[src/rtl/imem_uart_loader_if.sv]
// imem write port as seen by the loader (master) and the instruction memory (slave).
// Purely combinational wiring; no latency, no backpressure on the write port.
interface imem_uart_loader_if #(
  parameter int ADDR_WIDTH = 12
);
  logic                  mem_we;
  logic [ADDR_WIDTH-1:0] mem_addr;
  logic [31:0]           mem_wdata;

  modport master (output mem_we, mem_addr, mem_wdata);
  modport slave  (input  mem_we, mem_addr, mem_wdata);
endinterface

[src/rtl/imem_uart_loader.sv]
// UART (8N1) boot loader: writes a checksummed image into imem, holding the core in reset until it verifies.
// One write pulse the cycle after each word's 4th byte; no backpressure -- imem must accept every write.
module imem_uart_loader #(
  parameter int CLKS_PER_BIT = 868,
  parameter int ADDR_WIDTH   = 12
) (
  input  logic                clk,
  input  logic                rst,
  input  logic                rxd,
  imem_uart_loader_if.master  mem,
  output logic                cpu_rst,
  output logic                done,
  output logic                err
);

  localparam int             CW        = $clog2(CLKS_PER_BIT);
  localparam logic [CW-1:0]  BIT_LAST  = CW'(CLKS_PER_BIT - 1);
  localparam logic [CW-1:0]  HALF_LAST = CW'(CLKS_PER_BIT / 2 - 1);
  localparam logic [16:0]    MAX_WORDS = 17'(2 ** ADDR_WIDTH);

  typedef enum logic [1:0] {RX_IDLE, RX_START, RX_DATA, RX_STOP} rx_state_t;
  typedef enum logic [2:0] {HDR, LEN0, LEN1, DATA, SUM, DONE, ERR} ld_state_t;

  rx_state_t       rx_state, rx_state_n;
  logic            rxd_meta, rxd_sync, rxd_prev;
  logic [CW-1:0]   clk_cnt;
  logic [2:0]      bit_idx;
  logic [7:0]      rx_shift;
  logic            byte_vld, frame_err;
  logic            tick;

  ld_state_t         state, state_n;
  logic [7:0]        len_lo;
  logic [15:0]       len_full;
  logic [15:0]       words_left;
  logic [ADDR_WIDTH-1:0] word_idx;
  logic [1:0]        byte_cnt;
  logic [31:0]       asm_word;
  logic [7:0]        sum;
  logic              word_end;

  // Start bit is checked at its midpoint; every later sample is one full bit further on.
  assign tick = (rx_state == RX_START) ? (clk_cnt == HALF_LAST) : (clk_cnt == BIT_LAST);

  always_comb begin
    rx_state_n = rx_state;
    case (rx_state)
      RX_IDLE:  if (rxd_prev && !rxd_sync) rx_state_n = RX_START;
      RX_START: if (tick) rx_state_n = rxd_sync ? RX_IDLE : RX_DATA;
      RX_DATA:  if (tick && bit_idx == 3'd7) rx_state_n = RX_STOP;
      RX_STOP:  if (tick) rx_state_n = RX_IDLE;
      default:  rx_state_n = RX_IDLE;
    endcase
  end

  always_ff @(posedge clk) begin
    if (rst) begin
      rxd_meta  <= 1'b1;
      rxd_sync  <= 1'b1;
      rxd_prev  <= 1'b1;
      rx_state  <= RX_IDLE;
      clk_cnt   <= '0;
      bit_idx   <= '0;
      rx_shift  <= '0;
      byte_vld  <= 1'b0;
      frame_err <= 1'b0;
    end else begin
      rxd_meta  <= rxd;
      rxd_sync  <= rxd_meta;
      rxd_prev  <= rxd_sync;
      rx_state  <= rx_state_n;
      byte_vld  <= 1'b0;
      frame_err <= 1'b0;
      clk_cnt   <= (rx_state == RX_IDLE || tick) ? '0 : clk_cnt + 1'b1;
      if (rx_state == RX_START && tick)
        bit_idx <= '0;
      if (rx_state == RX_DATA && tick) begin
        rx_shift <= {rxd_sync, rx_shift[7:1]};
        bit_idx  <= bit_idx + 3'd1;
      end
      if (rx_state == RX_STOP && tick) begin
        if (rxd_sync) byte_vld  <= 1'b1;
        else          frame_err <= 1'b1;
      end
    end
  end

  assign len_full = {rx_shift, len_lo};
  assign word_end = (state == DATA) && byte_vld && (byte_cnt == 2'd3);

  always_comb begin
    state_n = state;
    if (frame_err) begin
      state_n = ERR;
    end else if (byte_vld) begin
      case (state)
        HDR:  if (rx_shift == 8'hA5) state_n = LEN0;
        LEN0: state_n = LEN1;
        LEN1: begin
          if ({1'b0, len_full} > MAX_WORDS) state_n = ERR;
          else if (len_full == 16'd0)       state_n = SUM;
          else                              state_n = DATA;
        end
        DATA: if (word_end && words_left == 16'd1) state_n = SUM;
        SUM:  state_n = (rx_shift == sum) ? DONE : ERR;
        DONE, ERR: if (rx_shift == 8'hA5) state_n = LEN0;
        default: state_n = HDR;
      endcase
    end
  end

  always_ff @(posedge clk) begin
    if (rst) begin
      state         <= HDR;
      len_lo        <= '0;
      words_left    <= '0;
      word_idx      <= '0;
      byte_cnt      <= '0;
      asm_word      <= '0;
      sum           <= '0;
      mem.mem_we    <= 1'b0;
      mem.mem_addr  <= '0;
      mem.mem_wdata <= '0;
      cpu_rst       <= 1'b1;
      done          <= 1'b0;
      err           <= 1'b0;
    end else begin
      state      <= state_n;
      mem.mem_we <= 1'b0;
      cpu_rst    <= (state_n != DONE);
      done       <= (state_n == DONE);
      err        <= (state_n == ERR);
      if (byte_vld) begin
        case (state)
          LEN0: len_lo <= rx_shift;
          LEN1: begin
            words_left <= len_full;
            word_idx   <= '0;
            byte_cnt   <= '0;
            sum        <= '0;
          end
          DATA: begin
            // Little-endian words: shift right so the first byte lands in bits [7:0].
            asm_word <= {rx_shift, asm_word[31:8]};
            sum      <= sum + rx_shift;
            byte_cnt <= byte_cnt + 2'd1;
            if (byte_cnt == 2'd3) begin
              mem.mem_we    <= 1'b1;
              mem.mem_addr  <= word_idx;
              mem.mem_wdata <= {rx_shift, asm_word[31:8]};
              word_idx      <= word_idx + 1'b1;
              words_left    <= words_left - 16'd1;
            end
          end
          default: ;
        endcase
      end
    end
  end

endmodule
[src/flat_wrapper.sv]
// flat-port wrapper written by rule: the top's interface ports become plain ports
module imem_uart_loader_flat 
#(
  parameter int CLKS_PER_BIT = 868,
  parameter int ADDR_WIDTH   = 12
)
  (clk, rst, rxd, cpu_rst, done, err, mem_mem_we, mem_mem_addr, mem_mem_wdata);
  imem_uart_loader_if #(.ADDR_WIDTH(ADDR_WIDTH)) mem_i ();
  input  logic clk;
  input  logic rst;
  input  logic rxd;
  output logic cpu_rst;
  output logic done;
  output logic err;
  output wire logic [$bits(mem_i.mem_we)-1:0] mem_mem_we;
  output wire logic [$bits(mem_i.mem_addr)-1:0] mem_mem_addr;
  output wire logic [$bits(mem_i.mem_wdata)-1:0] mem_mem_wdata;
  assign mem_mem_we = mem_i.mem_we;
  assign mem_mem_addr = mem_i.mem_addr;
  assign mem_mem_wdata = mem_i.mem_wdata;
  imem_uart_loader #(.CLKS_PER_BIT(CLKS_PER_BIT), .ADDR_WIDTH(ADDR_WIDTH)) u_core (.clk(clk), .rst(rst), .rxd(rxd), .mem(mem_i), .cpu_rst(cpu_rst), .done(done), .err(err));
endmodule
[config.mk]
export PLATFORM = sky130hd
export DESIGN_NAME = imem_uart_loader_flat
export DESIGN_NICKNAME = d
export VERILOG_FILES = /design/src/rtl/imem_uart_loader_if.sv /design/src/rtl/imem_uart_loader.sv /design/src/flat_wrapper.sv
export SDC_FILE = /design/constraint.sdc
export NUM_CORES = 1
export LEC_CHECK = 0
export ABC_CLOCK_PERIOD_IN_PS = 5350
export BUFFER_PORTS_ARGS = -buffer_cell sky130_fd_sc_hd__buf_4
export CAP_MARGIN = 15
export CORE_MARGIN = 5
export CORE_UTILIZATION = 36
export DETAILED_ROUTE_END_ITERATION = 10
export PLACE_DENSITY_LB_ADDON = 0.05
export SLEW_MARGIN = 30
export SYNTH_ARGS = -nofsm -noshare
export SYNTH_HDL_FRONTEND = slang
export SYNTH_SLANG_ARGS = --single-unit
export TNS_END_PERCENT = 50
[constraint.sdc]
create_clock -name clk -period 5.35 [get_ports clk]
set_clock_uncertainty 0.15 [all_clocks]
set_input_delay 0.2675 -clock clk [delete_from_list [all_inputs] [get_ports clk]]
set_output_delay 0.2675 -clock clk [all_outputs]
set_load 0.01 [all_outputs]
==> run summary <==
======================================================================================
Result of the run                                                         finished clean
Count of pins on the block boundary                                                 51
Starting utilization of the core area                                            36.9%
Cell occurring most often along the worst timing path                          and3b_1
Share of layout cells above drive strength 1                                     11.9%
Peak Freq                                                                      327 MHz
Maximum number of buffers from clock root to sink                                    2
Arr. time, crit path                                                           3.27 ns
Mean cell area of the mapped netlist                                          8.00 µm²
Routability Congestion                                                           0.795
Finished Cell Area                                                            7490 µm²
First-pass GRT wire length                                                     27.3 mm
Synthesized Nets                                                                   821
Leakage                                                                        2.62 nW
Async S/R FF share, synth                                                           0%
Largest vdd supply drop                                                     0.000221 V
Final setup fails                                                                    0
Synth Instances                                                                    803
CTS tree                                                                           yes
Largest net degree at the start of global routing                                   72
Sinks on Clock Net                                                                 149
Buffer and inverter count on the worst path                                          1
Count of final max-slew check failures                                               0
Number of distinct standard cells referenced by the synthesized netlist             60
Fin Hold WS                                                                   0.204 ns
Maximum fanout along the worst path                                                 29
Crit-path cells                                                           and3b_1 -> nand3_2 -> buf_4 -> nor3_1 -> and3b_1 -> a221oi_2 -> and3b_1
Rows                                                                                48
Clock slew at reported path FFs                                                0.06 ns
Vias in the first global route                                                    5263
Cell Area, Synth                                                              6420 µm²
Worst path depth                                                                     7
H-tree depth                                                                         4
Endpoint kind of the worst setup timing path                                  register
Final Non-Filler Cells                                                            1066
Worst path required time                                                       5.56 ns
Class of the tightest hold or removal check                                     in2reg
Fill cell instance count of the final layout                                      1779
Clock root buffer master                                                     clkbuf_16
Remaining global-route overflow                                                      0
Net count reported at finish                                                       846
Ratio of final minimum period to clock period                                    57.1%
HPWL after detailed placement                                                  11.0 mm
Final critical-path required period                                            3.06 ns
Clock latency on the worst-skew pair                                           0.43 ns
Part of the Yosys area used for sequential elements                              46.4%
Kind of start point of the critical path                                      register
Placed cell count                                                                 1033
Global router's overall resource usage                                           16.5%
Die area                                                                     20600 µm²
Kind of critical path                                                          reg2reg
Number of flops mapped to enable cells by yosys                                      0
Setup TNS                                                                         0 ns
Setup repair after global routing missed its margin                              false
Area inside the core boundary                                                17400 µm²
Fin. Hold Viols                                                                      0
Critical path endpoint                                                    u_core.err$_SDFF_PP0_
Layout-stage area growth over the synthesis result                               16.7%
Total chip power                                                             0.00224 W
Final antenna-violating net count                                                    0
Buffers added on ports                                                              50
Power density cells                                                         299 nW/µm²
Critical-path top delay cell                                                   dfxtp_1
Flop and latch count out of synthesis                                              149
Count of synthesis-stage warnings from yosys                                         0
Transition time at the pin with the least slew margin                         0.875 ns
Launch point of the worst reg-to-reg path                                 u_core.state[1]$_SDFF_PP0_
Largest incremental delay on the critical path                                 0.49 ns
Worst slew margin relative to its limit                                          41.6%
Worst R2R Setup Slack                                                          2.29 ns
R2R Path End                                                              u_core.err$_SDFF_PP0_
First drt pass iteration count                                                       5
Routed wire length per instance                                                15.4 µm
Width of the die                                                                144 µm
Clock buffers created by TritonCTS                                                  17
Startpoint of the worst setup timing path                                 u_core.state[1]$_SDFF_PP0_
Number of antenna violations at the first check in global routing                    0
Count of inserted antenna diode cells                                                0
Total wirelength of the detailed-routed design                                 16.4 mm
Vias per cell                                                                     5.21
Logic depth of the worst register-to-register path                                   7
Max-cap violations                                                                   0
DRT iter0 DRCs                                                                     331
Placed inst area                                                              6930 µm²
DRC viols                                                                            0
Die Ht                                                                          144 µm
Resized Gates After CTS                                                              0
Primary FF master, synth                                                       dfxtp_1
Routed via count                                                                  5551
Cell family with the largest share of critical-path delay                 simple AND/OR/NAND/NOR gates
======================================================================================
## through the flow
stage               worst slack, ns  util [%]
floorplan                      3.12         -
global placement               2.47      39.8
detailed placement             2.31      39.8
CTS                            2.26      43.0
global route                   1.97      43.0
finish                         2.29      43.0
## placed cells by master, fill, tap and decap left out, types with 3 or more instances in the layout
cell type     n
and2_1        5
nor3_1       13
o32ai_1       3
inv_1        12
o31ai_1       4
nand3b_1      5
nor2_1       65
mux2i_1       9
or2_2         4
xor2_1       10
clkbuf_8      3
buf_4        58
a211oi_1      5
xnor2_1       9
nor3b_1       6
a22o_1        3
a22oi_1       8
nand2b_1      4
nand2_1     192
clkbuf_1      3
or3_1         9
a31oi_1       3
o21a_1        3
and3b_1       6
nor4_1       10
nand4_1       7
clkbuf_16    17
clkinv_4      3
ha_1         14
a21oi_1     106
and3_1        5
o21ai_0      31
nand3_1      14
dfxtp_1     149
clkinvlp_4    3
## logic make-up (layout without fill, tap and decap cells)
logic type      after synthesis  count (layout)  share of synthesized area (%)
mux                           9               9                           1.40
simple gates                359             359                           25.3
fa+ha+maj                    15              15                           3.04
flops                       149             149                           46.4
compound gates              186             186                           17.1
buf+inv                      66             104                           4.13
xor+xnor                     19              19                           2.59
## where the power goes
group	internal, W	switching [W]	leakage [nW]
clock	0.000634	0.000473	0.260
combinational	0.00000462	0.0000189	1.16
sequential	0.00111	0.00000200	1.20
total	0.00175	0.000494	2.62
## state kept, by name, summed over array words and instances (netlist names), 2 cells and up, named ones only
| register | cells |
|---|---|
| u_core.len_lo | 8 |
| u_core.rx_shift | 8 |
| u_core.state | 3 |
| u_core.words_left | 16 |
| u_core.clk_cnt | 10 |
| u_core.bit_idx | 3 |
| u_core.word_idx | 12 |
| u_core.byte_cnt | 2 |
| u_core.asm_word | 24 |
| u_core.mem.mem_addr | 12 |
| u_core.sum | 8 |
| u_core.mem.mem_wdata | 32 |
## worst reg2reg max path, cell delays in order, from the launching register on
cell and delay [ns]:
dfxtp_1 0.49, and3b_1 0.41, nand3_2 0.43, buf_4 0.43, nor3_1 0.32, and3b_1 0.23
a221oi_2 0.32, and3b_1 0.20
## cells in the mapped netlist, drive strengths merged, types with 6 or more instances
library cell    n  area share, %
nor3b           6           0.70
nand3          15            1.2
nand4           7           0.68
and3b           6           0.82
o21ai          31            2.4
nor4           10           0.97
clkbuf         45            2.6
inv            13           0.76
a22oi           8           0.93
nand2         193             11
xnor2           9            1.2
a21oi         106            8.3
nor3           13            1.0
xor2           10            1.4
or3             9           0.88
buf             8           0.72
mux2i           9            1.4
dfxtp         149             46
ha             14            2.7
nor2           66            3.9
## what timing repair did
item,in CTS,in global routing
hold endpoints to repair,1,0
buffers inserted,0,0
hold buffers,1,0
## layout make-up
| type | count | area [µm²] | share of cell area (%) |
|---|---|---|---|
| clock buffer | 23 | 478 | 6.38 |
| clock inverter | 9 | 71.3 | 0.952 |
| inverter | 13 | 48.8 | 0.651 |
| multi-input combinational | 588 | 3190 | 42.5 |
| sequential | 149 | 2980 | 39.8 |
| tap | 225 | 282 | 3.76 |
| timing repair buffer | 59 | 445 | 5.94 |
## metal layers
| layer | track usage (%) | routed length [µm] | vias up |
|---|---|---|---|
| met5 | 0 | 0 | - |
| met4 | 5.50 | 227 | 0 |
| met3 | 3.33 | 628 | 17 |
| met2 | 25.7 | 7330 | 94 |
| met1 | 23.1 | 8260 | 2626 |
| li1 | - | - | 2814 |
## worst min path at each step
stage	start	end	slack [ns]	cells past startpoint
6_report	rst	u_core.words_left[7]$_SDFFE_PP0P_	0.20	2
5_1_grt	rst	u_core.sum[1]$_SDFFE_PP0P_	0.22	2
4_1_cts	rst	u_core.sum[1]$_SDFFE_PP0P_	0.19	2
3_5_place_dp	u_core.rxd_meta$_SDFF_PP1_	u_core.rxd_sync$_SDFF_PP1_	0.27	1
3_3_place_gp	u_core.sum[0]$_SDFFE_PP0P_	u_core.sum[0]$_SDFFE_PP0P_	0.30	2
2_1_floorplan	rst	u_core.state[2]$_SDFF_PP0_	0.20	1
(Power assumes the default switching activity.)
